<file path="src/rtl/fetch_pkg.sv">
// Shared types for the instruction-fetch slice: buffer entry layout, fetch FSM states
// and architectural constants.
package fetch_pkg;

  localparam int XLEN        = 32;
  localparam int INSTR_BYTES = 4;

  localparam logic [XLEN-1:0] NOP_INST = 32'h0000_0013;

  typedef struct packed {
    logic [XLEN-1:0] pc;
    logic [XLEN-1:0] inst;
  } fetch_entry_t;

  typedef enum logic {
    RUN  = 1'b0,
    HALT = 1'b1
  } fetch_state_e;

endpackage

</file>
<file path="src/rtl/fetch_fifo.sv">
// Small synchronous FIFO of fetch entries with single-cycle flush; push and pop may
// occur together (a push into a full FIFO is accepted only alongside a pop).
module fetch_fifo
  import fetch_pkg::*;
#(
  parameter int DEPTH = 2,
  parameter int CW    = $clog2(DEPTH + 1)
) (
  input  logic          clk,
  input  logic          reset,
  input  logic          flush,
  input  logic          push,
  input  fetch_entry_t  wdata,
  input  logic          pop,
  output fetch_entry_t  rdata,
  output logic [CW-1:0] count,
  output logic          full,
  output logic          empty
);

  localparam int AW = (DEPTH > 1) ? $clog2(DEPTH) : 1;

  fetch_entry_t  mem [DEPTH];
  logic [AW-1:0] wr_ptr;
  logic [AW-1:0] rd_ptr;
  logic          do_push;
  logic          do_pop;

  assign empty   = (count == '0);
  assign full    = (count == CW'(DEPTH));
  assign do_pop  = pop && !empty;
  assign do_push = push && (!full || do_pop);
  assign rdata   = mem[rd_ptr];

  always_ff @(posedge clk) begin
    if (reset || flush) begin
      wr_ptr <= '0;
      rd_ptr <= '0;
      count  <= '0;
    end else begin
      if (do_push) wr_ptr <= wr_ptr + AW'(1);
      if (do_pop)  rd_ptr <= rd_ptr + AW'(1);
      count <= count + CW'(do_push) - CW'(do_pop);
    end
  end

  // Payload storage carries no reset; validity is tracked by count alone.
  always_ff @(posedge clk) begin
    if (do_push) mem[wr_ptr] <= wdata;
  end

endmodule

</file>
<file path="src/rtl/fetch_unit.sv">
// Instruction fetch: PC, credit-limited in-order imem requests, response buffer and redirect flush.
// Optional build macro FETCH_MISALIGN_CHECK_EN: misaligned redirects raise fetch_fault and halt fetch.
module fetch_unit
  import fetch_pkg::*;
#(
  parameter logic [31:0] RESET_PC   = 32'h0000_0000,
  parameter int          FIFO_DEPTH = 2
) (
  input  logic        clk,
  input  logic        reset,
  output logic        imem_req_valid,
  input  logic        imem_req_ready,
  output logic [31:0] imem_req_addr,
  input  logic        imem_rsp_valid,
  input  logic [31:0] imem_rsp_data,
  input  logic        redirect_valid,
  input  logic [31:0] redirect_pc,
  output logic        inst_valid,
  input  logic        inst_ready,
  output logic [31:0] inst_data,
  output logic [31:0] inst_pc,
  output logic        fetch_fault
);

  localparam int CW = $clog2(FIFO_DEPTH + 1);

  fetch_state_e    state_r, state_n;
  logic            fault_r, fault_n;
  logic [XLEN-1:0] pc_r, pc_n;
  logic [CW-1:0]   outstanding_r, outstanding_n;
  logic [CW-1:0]   discard_r, discard_n;

  fetch_entry_t    ib_wdata, ib_rdata;
  logic [CW-1:0]   ib_count;
  logic            ib_full, ib_empty, ib_push;
  fetch_entry_t    pcq_wdata, pcq_rdata;
  logic [CW-1:0]   pcq_count;
  logic            pcq_full, pcq_empty;

  logic            req_fire, rsp_take, inst_fire, redir_ok;
  logic [CW:0]     credit_used;
  logic [XLEN-1:0] redir_tgt;

  assign redir_tgt = {redirect_pc[XLEN-1:2], 2'b00};
`ifdef FETCH_MISALIGN_CHECK_EN
  assign redir_ok  = (redirect_pc[1:0] == 2'b00);
`else
  assign redir_ok  = 1'b1;
`endif

  // A head consumed this cycle frees its slot, which keeps depth-2 streaming at one per cycle.
  assign inst_fire      = inst_valid && inst_ready;
  assign credit_used    = {1'b0, outstanding_r} + {1'b0, ib_count} - {{CW{1'b0}}, inst_fire};
  assign imem_req_valid = !reset && (state_r == RUN) && !redirect_valid &&
                          (credit_used < (CW+1)'(FIFO_DEPTH));
  assign imem_req_addr  = pc_r;
  assign req_fire       = imem_req_valid && imem_req_ready;

  // Responses with nothing outstanding belong to requests issued before reset.
  assign rsp_take = imem_rsp_valid && (outstanding_r != '0);
  assign ib_push  = rsp_take && (discard_r == '0) && !redirect_valid;

  assign pcq_wdata = '{pc: pc_r, inst: NOP_INST};
  assign ib_wdata  = '{pc: pcq_rdata.pc, inst: imem_rsp_data};

  fetch_fifo #(.DEPTH(FIFO_DEPTH)) u_pcq (
    .clk   (clk),
    .reset (reset),
    .flush (1'b0),
    .push  (req_fire),
    .wdata (pcq_wdata),
    .pop   (rsp_take),
    .rdata (pcq_rdata),
    .count (pcq_count),
    .full  (pcq_full),
    .empty (pcq_empty)
  );

  fetch_fifo #(.DEPTH(FIFO_DEPTH)) u_ibuf (
    .clk   (clk),
    .reset (reset),
    .flush (redirect_valid),
    .push  (ib_push),
    .wdata (ib_wdata),
    .pop   (inst_fire),
    .rdata (ib_rdata),
    .count (ib_count),
    .full  (ib_full),
    .empty (ib_empty)
  );

  assign inst_valid  = !ib_empty;
  assign inst_data   = ib_empty ? '0 : ib_rdata.inst;
  assign inst_pc     = ib_empty ? '0 : ib_rdata.pc;
  assign fetch_fault = fault_r;

  always_comb begin
    state_n       = state_r;
    fault_n       = fault_r;
    pc_n          = pc_r;
    outstanding_n = outstanding_r + CW'(req_fire) - CW'(rsp_take);
    discard_n     = discard_r;
    if (redirect_valid) begin
      // Every request still in flight after this edge returns a stale word.
      discard_n = outstanding_n;
      if (redir_ok) pc_n = redir_tgt;
`ifdef FETCH_MISALIGN_CHECK_EN
      state_n = redir_ok ? RUN : HALT;
      fault_n = !redir_ok;
`endif
    end else begin
      if (req_fire) pc_n = pc_r + XLEN'(INSTR_BYTES);
      if (rsp_take && (discard_r != '0)) discard_n = discard_r - CW'(1);
    end
  end

  always_ff @(posedge clk) begin
    if (reset) begin
      state_r       <= RUN;
      fault_r       <= 1'b0;
      pc_r          <= RESET_PC;
      outstanding_r <= '0;
      discard_r     <= '0;
    end else begin
      state_r       <= state_n;
      fault_r       <= fault_n;
      pc_r          <= pc_n;
      outstanding_r <= outstanding_n;
      discard_r     <= discard_n;
    end
  end

  logic unused_sig;
`ifdef FETCH_MISALIGN_CHECK_EN
  assign unused_sig = ^{ib_full, pcq_full, pcq_empty, pcq_count, pcq_rdata.inst};
`else
  assign unused_sig = ^{ib_full, pcq_full, pcq_empty, pcq_count, pcq_rdata.inst, redirect_pc[1:0]};
`endif

endmodule

</file>
<file path="config.mk">
export PLATFORM = sky130hd
export DESIGN_NAME = fetch_unit
export DESIGN_NICKNAME = d
export VERILOG_FILES = /design/src/rtl/fetch_pkg.sv /design/src/rtl/fetch_fifo.sv /design/src/rtl/fetch_unit.sv
export SDC_FILE = /design/constraint.sdc
export NUM_CORES = 1
export LEC_CHECK = 0
export BUFFER_PORTS_ARGS = -buffer_cell sky130_fd_sc_hd__buf_2
export CAP_MARGIN = 5
export CORE_UTILIZATION = 40
export DETAILED_ROUTE_END_ITERATION = 10
export GPL_TIMING_DRIVEN = 0
export PLACE_DENSITY_LB_ADDON = 0.25
export SETUP_SLACK_MARGIN = 0.1
export SLEW_MARGIN = 20
export SYNTH_ARGS = -nofsm -noshare
export SYNTH_HDL_FRONTEND = slang
export SYNTH_HIERARCHICAL = 1
export SYNTH_SLANG_ARGS = --single-unit
</file>
<file path="constraint.sdc">
create_clock -name clk -period 7.9 [get_ports clk]
set_clock_uncertainty 0.2 [all_clocks]
set_input_delay 1.185 -clock clk [delete_from_list [all_inputs] [get_ports clk]]
set_output_delay 1.185 -clock clk [all_outputs]
set_load 0.02 [all_outputs]
</file>
* After elaboration in Yosys (flattened, before gate mapping)
Memories as Yosys holds them, arrays and structs flattened. A register that Yosys moved wholly into a read port is not among the register bits.
Cells that the tools add are included.
** Cells by class
- $add $sub $neg :: 14
- $mul :: 0
- Divide/modulo/power cells :: 0
- Order comparisons :: 1
- Eq/ne operators :: 2
- Shift operators :: 0
- Muxes and demuxes :: 14
- Bitwise gates (word level) :: 0
- Reductions and logical operators :: 29
** Operator list (count)
- $mux W32 :: 4
- $add A32 B3 Y32 const B :: 1
- $logic_and A1 B1 Y1 :: 12
- $mux W1 :: 8
- $reduce_bool A2 Y1 :: 4
- $add A2 B1 Y2 :: 3
- $logic_not A1 Y1 :: 6
- $logic_not A2 Y1 :: 3
- $sub A2 B1 Y2 :: 3
- $add A1 B1 Y1 const B :: 4
- $eq A2 B2 Y1 const B :: 2
- $mux W2 :: 2
- $add A2 B2 Y3 :: 1
- $logic_or A1 B1 Y1 :: 3
- $lt A3 B2 Y1 const B :: 1
- $sub A3 B1 Y3 :: 1
- $reduce_or A2 Y1 :: 1
- $sub A2 B1 Y2 const B :: 1
** Storage, ports and cells
- Register bits :: 44
- Bits in latches :: 0
- Memory bits (writable) :: 192
- Bits in read-only memories :: 0
- Bits of input ports :: 70
- Output and inout bits :: 99
- Word-level logic and storage cells :: 72
- Memories kept :: 2
** Memories
- u_ibuf.mem :: words 2, width 64, rd ports 1, clocked after Yosys merged registers in 1, wr ports 1, RTL line fetch_fifo.sv:23 : fetch_entry_t mem [DEPTH];
- u_pcq.mem :: words 2, width 32, rd ports 1, clocked after Yosys merged registers in 1, wr ports 1, RTL line fetch_fifo.sv:23

* Depth between registers and ports, before layout
- Depth in word-level cells :: 10
- Depth in mapped cells :: 18
- Depth with buffers taken out :: 15

* Cells and area by module
Netlist, hierarchy kept.
** Modules (own cells, without submodules)
- fetch_fifo :: instances 2, cells each 232, area each 4858.4 sq um, sequential area each 3943.8 sq um
- fetch_unit :: instances 1, cells each 338, area each 2549.9 sq um, sequential area each 680.7 sq um

* Worst setup path before layout
Ideal clock, no wire load.
- Path kind :: input -> register
- Start point :: in inst_ready
- End point :: mem u_pcq/mem[0][0] (netlist bit) (enable)
- Setup time :: 486 ps
- Arrival :: 5680 ps
- Data required time :: 7214 ps
- Slack :: 1534 ps
- Stages on the path :: 9
- Path buffers :: 0
- Cells stage by stage :: nor2b_1 > ha_1 > nand2b_1 > fa_1 > nand4bb_1 > nand2b_1 > clkinv_1 > o21ai_2 > nor2_1
** Between the ends
- Longest elaborated chain between the ends :: 8
** Ends and longest elaborated chain
- start: declaration :: RTL line fetch_unit.sv:19 : input logic inst_ready,
- $logic_and A1 B1 Y1 :: RTL line fetch_unit.sv:52 : assign inst_fire = inst_valid && inst_ready;
- $sub A3 B1 Y3 :: RTL line fetch_unit.sv:53 : assign credit_used = {1'b0, outstanding_r} + {1'b0, ib_count} - {{CW{1'b0}}, inst_fire};
- $lt A3 B2 Y1 :: RTL line fetch_unit.sv:55 : (credit_used < (CW+1)'(FIFO_DEPTH));
- $logic_and A1 B1 Y1 :: RTL line fetch_unit.sv:54 : assign imem_req_valid = !reset && (state_r == RUN) && !redirect_valid &&
- $logic_and A1 B1 Y1 :: RTL line fetch_unit.sv:57 : assign req_fire = imem_req_valid && imem_req_ready;
- via req_fire :: RTL line fetch_unit.sv:40 : logic req_fire, rsp_take, inst_fire, redir_ok;
- $logic_and A1 B1 Y1 :: RTL line fetch_fifo.sv:32 : assign do_push = push && (!full || do_pop);
- $mux W1 :: RTL line fetch_fifo.sv:49 : if (do_push) mem[wr_ptr] <= wdata;
- $mux W1 (implied by the code) :: RTL line fetch_fifo.sv:49
- end: declaration :: RTL line fetch_fifo.sv:23
The timed path passes the listed nets, and every way through them passes these cells.

* Final worst setup path
- Start point :: reg u_ibuf.count[1]
- End point :: reg discard_r[1]
** Between the ends
- Longest elaborated chain between the ends :: 10
- Elaborated cells on any way between the ends :: 11
- Classes of those cells :: 4 x add/sub; 1 x order compare; 1 x mux; 5 x reduce/logical
** Ends and longest elaborated chain
- start: declaration :: RTL line fetch_fifo.sv:16 : output logic [CW-1:0] count,
- start signal: assignment :: RTL line fetch_fifo.sv:43 : count <= count + CW'(do_push) - CW'(do_pop);
- $logic_not A2 Y1 :: RTL line fetch_fifo.sv:29 : assign empty = (count == '0);
- via ib_empty :: RTL line fetch_unit.sv:35 : logic ib_full, ib_empty, ib_push;
- $logic_not A1 Y1 :: RTL line fetch_unit.sv:92 : assign inst_valid = !ib_empty;
- $logic_and A1 B1 Y1 :: RTL line fetch_unit.sv:52
- via inst_fire :: RTL line fetch_unit.sv:40
- $sub A3 B1 Y3 :: RTL line fetch_unit.sv:53
- $lt A3 B2 Y1 :: RTL line fetch_unit.sv:55
- $logic_and A1 B1 Y1 :: RTL line fetch_unit.sv:54
- $logic_and A1 B1 Y1 :: RTL line fetch_unit.sv:57
- $add A2 B1 Y2 :: RTL line fetch_unit.sv:101 : outstanding_n = outstanding_r + CW'(req_fire) - CW'(rsp_take);
- $sub A2 B1 Y2 :: RTL line fetch_unit.sv:101
- $mux W2 :: RTL line fetch_unit.sv:103 : if (redirect_valid) begin
- end signal: assignment :: RTL line fetch_unit.sv:129 : discard_r <= discard_n;
- end: declaration :: RTL line fetch_unit.sv:31 : logic [CW-1:0] discard_r, discard_n;
The timed path passes the listed nets, and every way through them passes these cells.
A chain may end at the register's enable or synchronous reset.

==> results.ini <==
[outcome]
status=completed

[clock_tree]
clock-sinks=236
cts_tree=done
post_cts_buffers=0
worstSkewPairLatency_ps=520
cts.path.max_buffers=3
cts.repair.resized=0
clk_pin_slew_ps=60
h-tree-depth=1
cts_root_buffer=clkbuf_16
ctsHoldBuffers=0
cts_buffers=26

[floorplanning]
die_area_sq_mm=0.02553
die_h_um=159.8
coreArea_sq_mm=0.02439
initial_utilization_pct=40.83
floorplan.die.width_um=159.8
io_pins=169
num_rows=57

[setup_path]
cp-end-kind=register
cp_data_arrival_time_ps=5440
cp_slowest_cell=nor2b_1
cpPeakStageDelay_ps=550
worstPathCellList=nor2_1 > clkbuf_1 > nor2b_1 > ha_1 > nand2b_1 > fa_1 > nand4bb_1 > nand2b_1 > clkbuf_1 > buf_2 > buf_1 > ha_1 > inv_1 > ha_1 > xnor2_1 > xnor2_1 > nor2_1 > o21a_1
critPathKind=register to register
crit_path_frequent_cell=ha_1
critPathLaunchType=register
required_ps=8110
path_max_fanout=10

[yosys]
yosysWarnings=6
syn-cell-area_sq_mm=0.009960
avgSynthCellArea_sq_um=14.23
postSynthCellCount=700

[cells_and_area]
drive_gt1_share_pct=36.55
layout.cells.non_filler=1246
syn_to_final_growth_pct=22.51
regArea_sq_mm=0.006646
final_core_utilization_pct=50.03
antenna_cells=0
final_nets=983
fillers=2173
multi_input_area_sq_mm=0.003124

[worst_hold_path]
hp-class=register to register

[place]
post-dp-hpwl_um=15120
gp_congestion=0.8355
dpl.cell_count=1200
io_buffers=163

[grt]
grt_pass1_wl_um=33510
grt_start_max_net_pins=25
track_usage_pct=16.80
overflow=0
grt_pass1_vias=5891
antenna_found_initial=0

[sta]
worst_pin_slew_ps=1059
max-slew-margin-rel_pct=28.78
whs_ps=300.2
max_freq_mhz=191.1
setup_tns_ps=0
finalSetupViolations=0
rsz0062_at_grt=no
min_period_ps=5233
timing.final.crit_share_pct=66.24
final_max_slew_viol_count=0
final_hold_viol_count=0

[route]
firstDrtPassIters=5
vias=6181
drt-vias-per-instance=4.961
drt_wl_total_um=21690
drt_iter0_markers=438
ant_nets=0
drc_errors=0
post_drt_wl_per_cell_um=17.40

[power_and_ir_drop]
p_leak_uw=0.004506
vdd_drop_max_v=0.0001602
powerDensity_mw_per_mm2=234.6

[run]
drv_cap=0

## cell type report
class | instances | area share, %
clock inverters | 9 | 0.5845
multi-input cells | 413 | 25.61
repair buffers | 169 | 7.916
well taps | 324 | 3.322
plain buffers | 38 | 1.395
clock buffers | 37 | 6.091
inverters | 20 | 0.6153
flip-flops and latches | 236 | 54.47
## routing by layer
metal	global-route usage, %	wire length [um]
met5	0	0
met4	4.286	363
met3	2.727	1402
met2	26.78	9973
met1	23.90	9947
## worst paths after layout
| kind | from | endpoint | slack (ps) | depth (start not counted) |
|---|---|---|---|---|
| setup / recovery | u_ibuf/count[1]$_SDFF_PP0_ | discard_r[1]$_SDFFE_PP0P_ | 2670 | 18 |
| hold / removal | u_pcq/rd_ptr$_SDFFE_PP0N_ | register | 300 | 2 |
| setup reg to reg | u_ibuf/count[1]$_SDFF_PP0_ | discard_r[1]$_SDFFE_PP0P_ | 2670 | 18 |
| hold reg to reg | u_pcq/rd_ptr$_SDFFE_PP0N_ | register | 300 | 2 |
## power by group
group          internal, uW  switching, uW
clock                   682            454
sequential             1440           44.6
combinational           112            133
## state kept, by name, indices dropped and copies added (netlist names), named ones only
signal         cells
discard_r          2
imem_req_addr     30
outstanding_r      2
u_ibuf/count       2
u_ibuf/mem       128
u_ibuf/rd_ptr      1
u_ibuf/wr_ptr      1
u_pcq/count        2
u_pcq/mem         64
u_pcq/rd_ptr       1
u_pcq/wr_ptr       1
## worst max-delay path, delay by kind of cell (launching register included)
kind	cells	cell delay, ps
compound gates	1	200
xor+xnor	2	310
buf+inv	5	1430
flops	1	480
simple gates	6	1210
fa+ha+maj	4	1280
## cell usage in the layout (no fill, tap or decap), types with 3 or more instances in the layout
cell type / count
conb_1: 8
xnor2_1: 7
nor2b_1: 66
clkinv_1: 3
edfxtp_1: 192
nand4_1: 10
o21ai_2: 4
a211oi_1: 6
nor2_1: 39
clkbuf_1: 28
o311ai_0: 5
or4_1: 3
nand2_1: 20
and2_1: 11
a21oi_1: 13
clkinv_2: 5
buf_16: 4
mux2_2: 99
nor4_1: 3
nor3_1: 4
nor2_4: 4
and3_1: 5
or3_1: 4
clkbuf_8: 3
xor2_1: 18
buf_4: 3
o22ai_1: 8
clkbuf_16: 27
ha_1: 8
a32oi_1: 3
nand3_1: 15
inv_1: 19
nand2b_1: 4
o21ai_0: 11
buf_2: 176
dfxtp_1: 44
a31oi_1: 13
## through the flow
stage                     power [uW]  worst slack (ps)  instance area (sq um)
final                           2862              2667                  12200
after global routing            2974              2253                  12200
after CTS                       2895              2659                  12200
after detailed placement        1751              2380                  11390
after global placement          1739             13.92                  11210
after floorplan                 1655              2414                   9986
No activity file was read; power rests on OpenSTA's default activity.
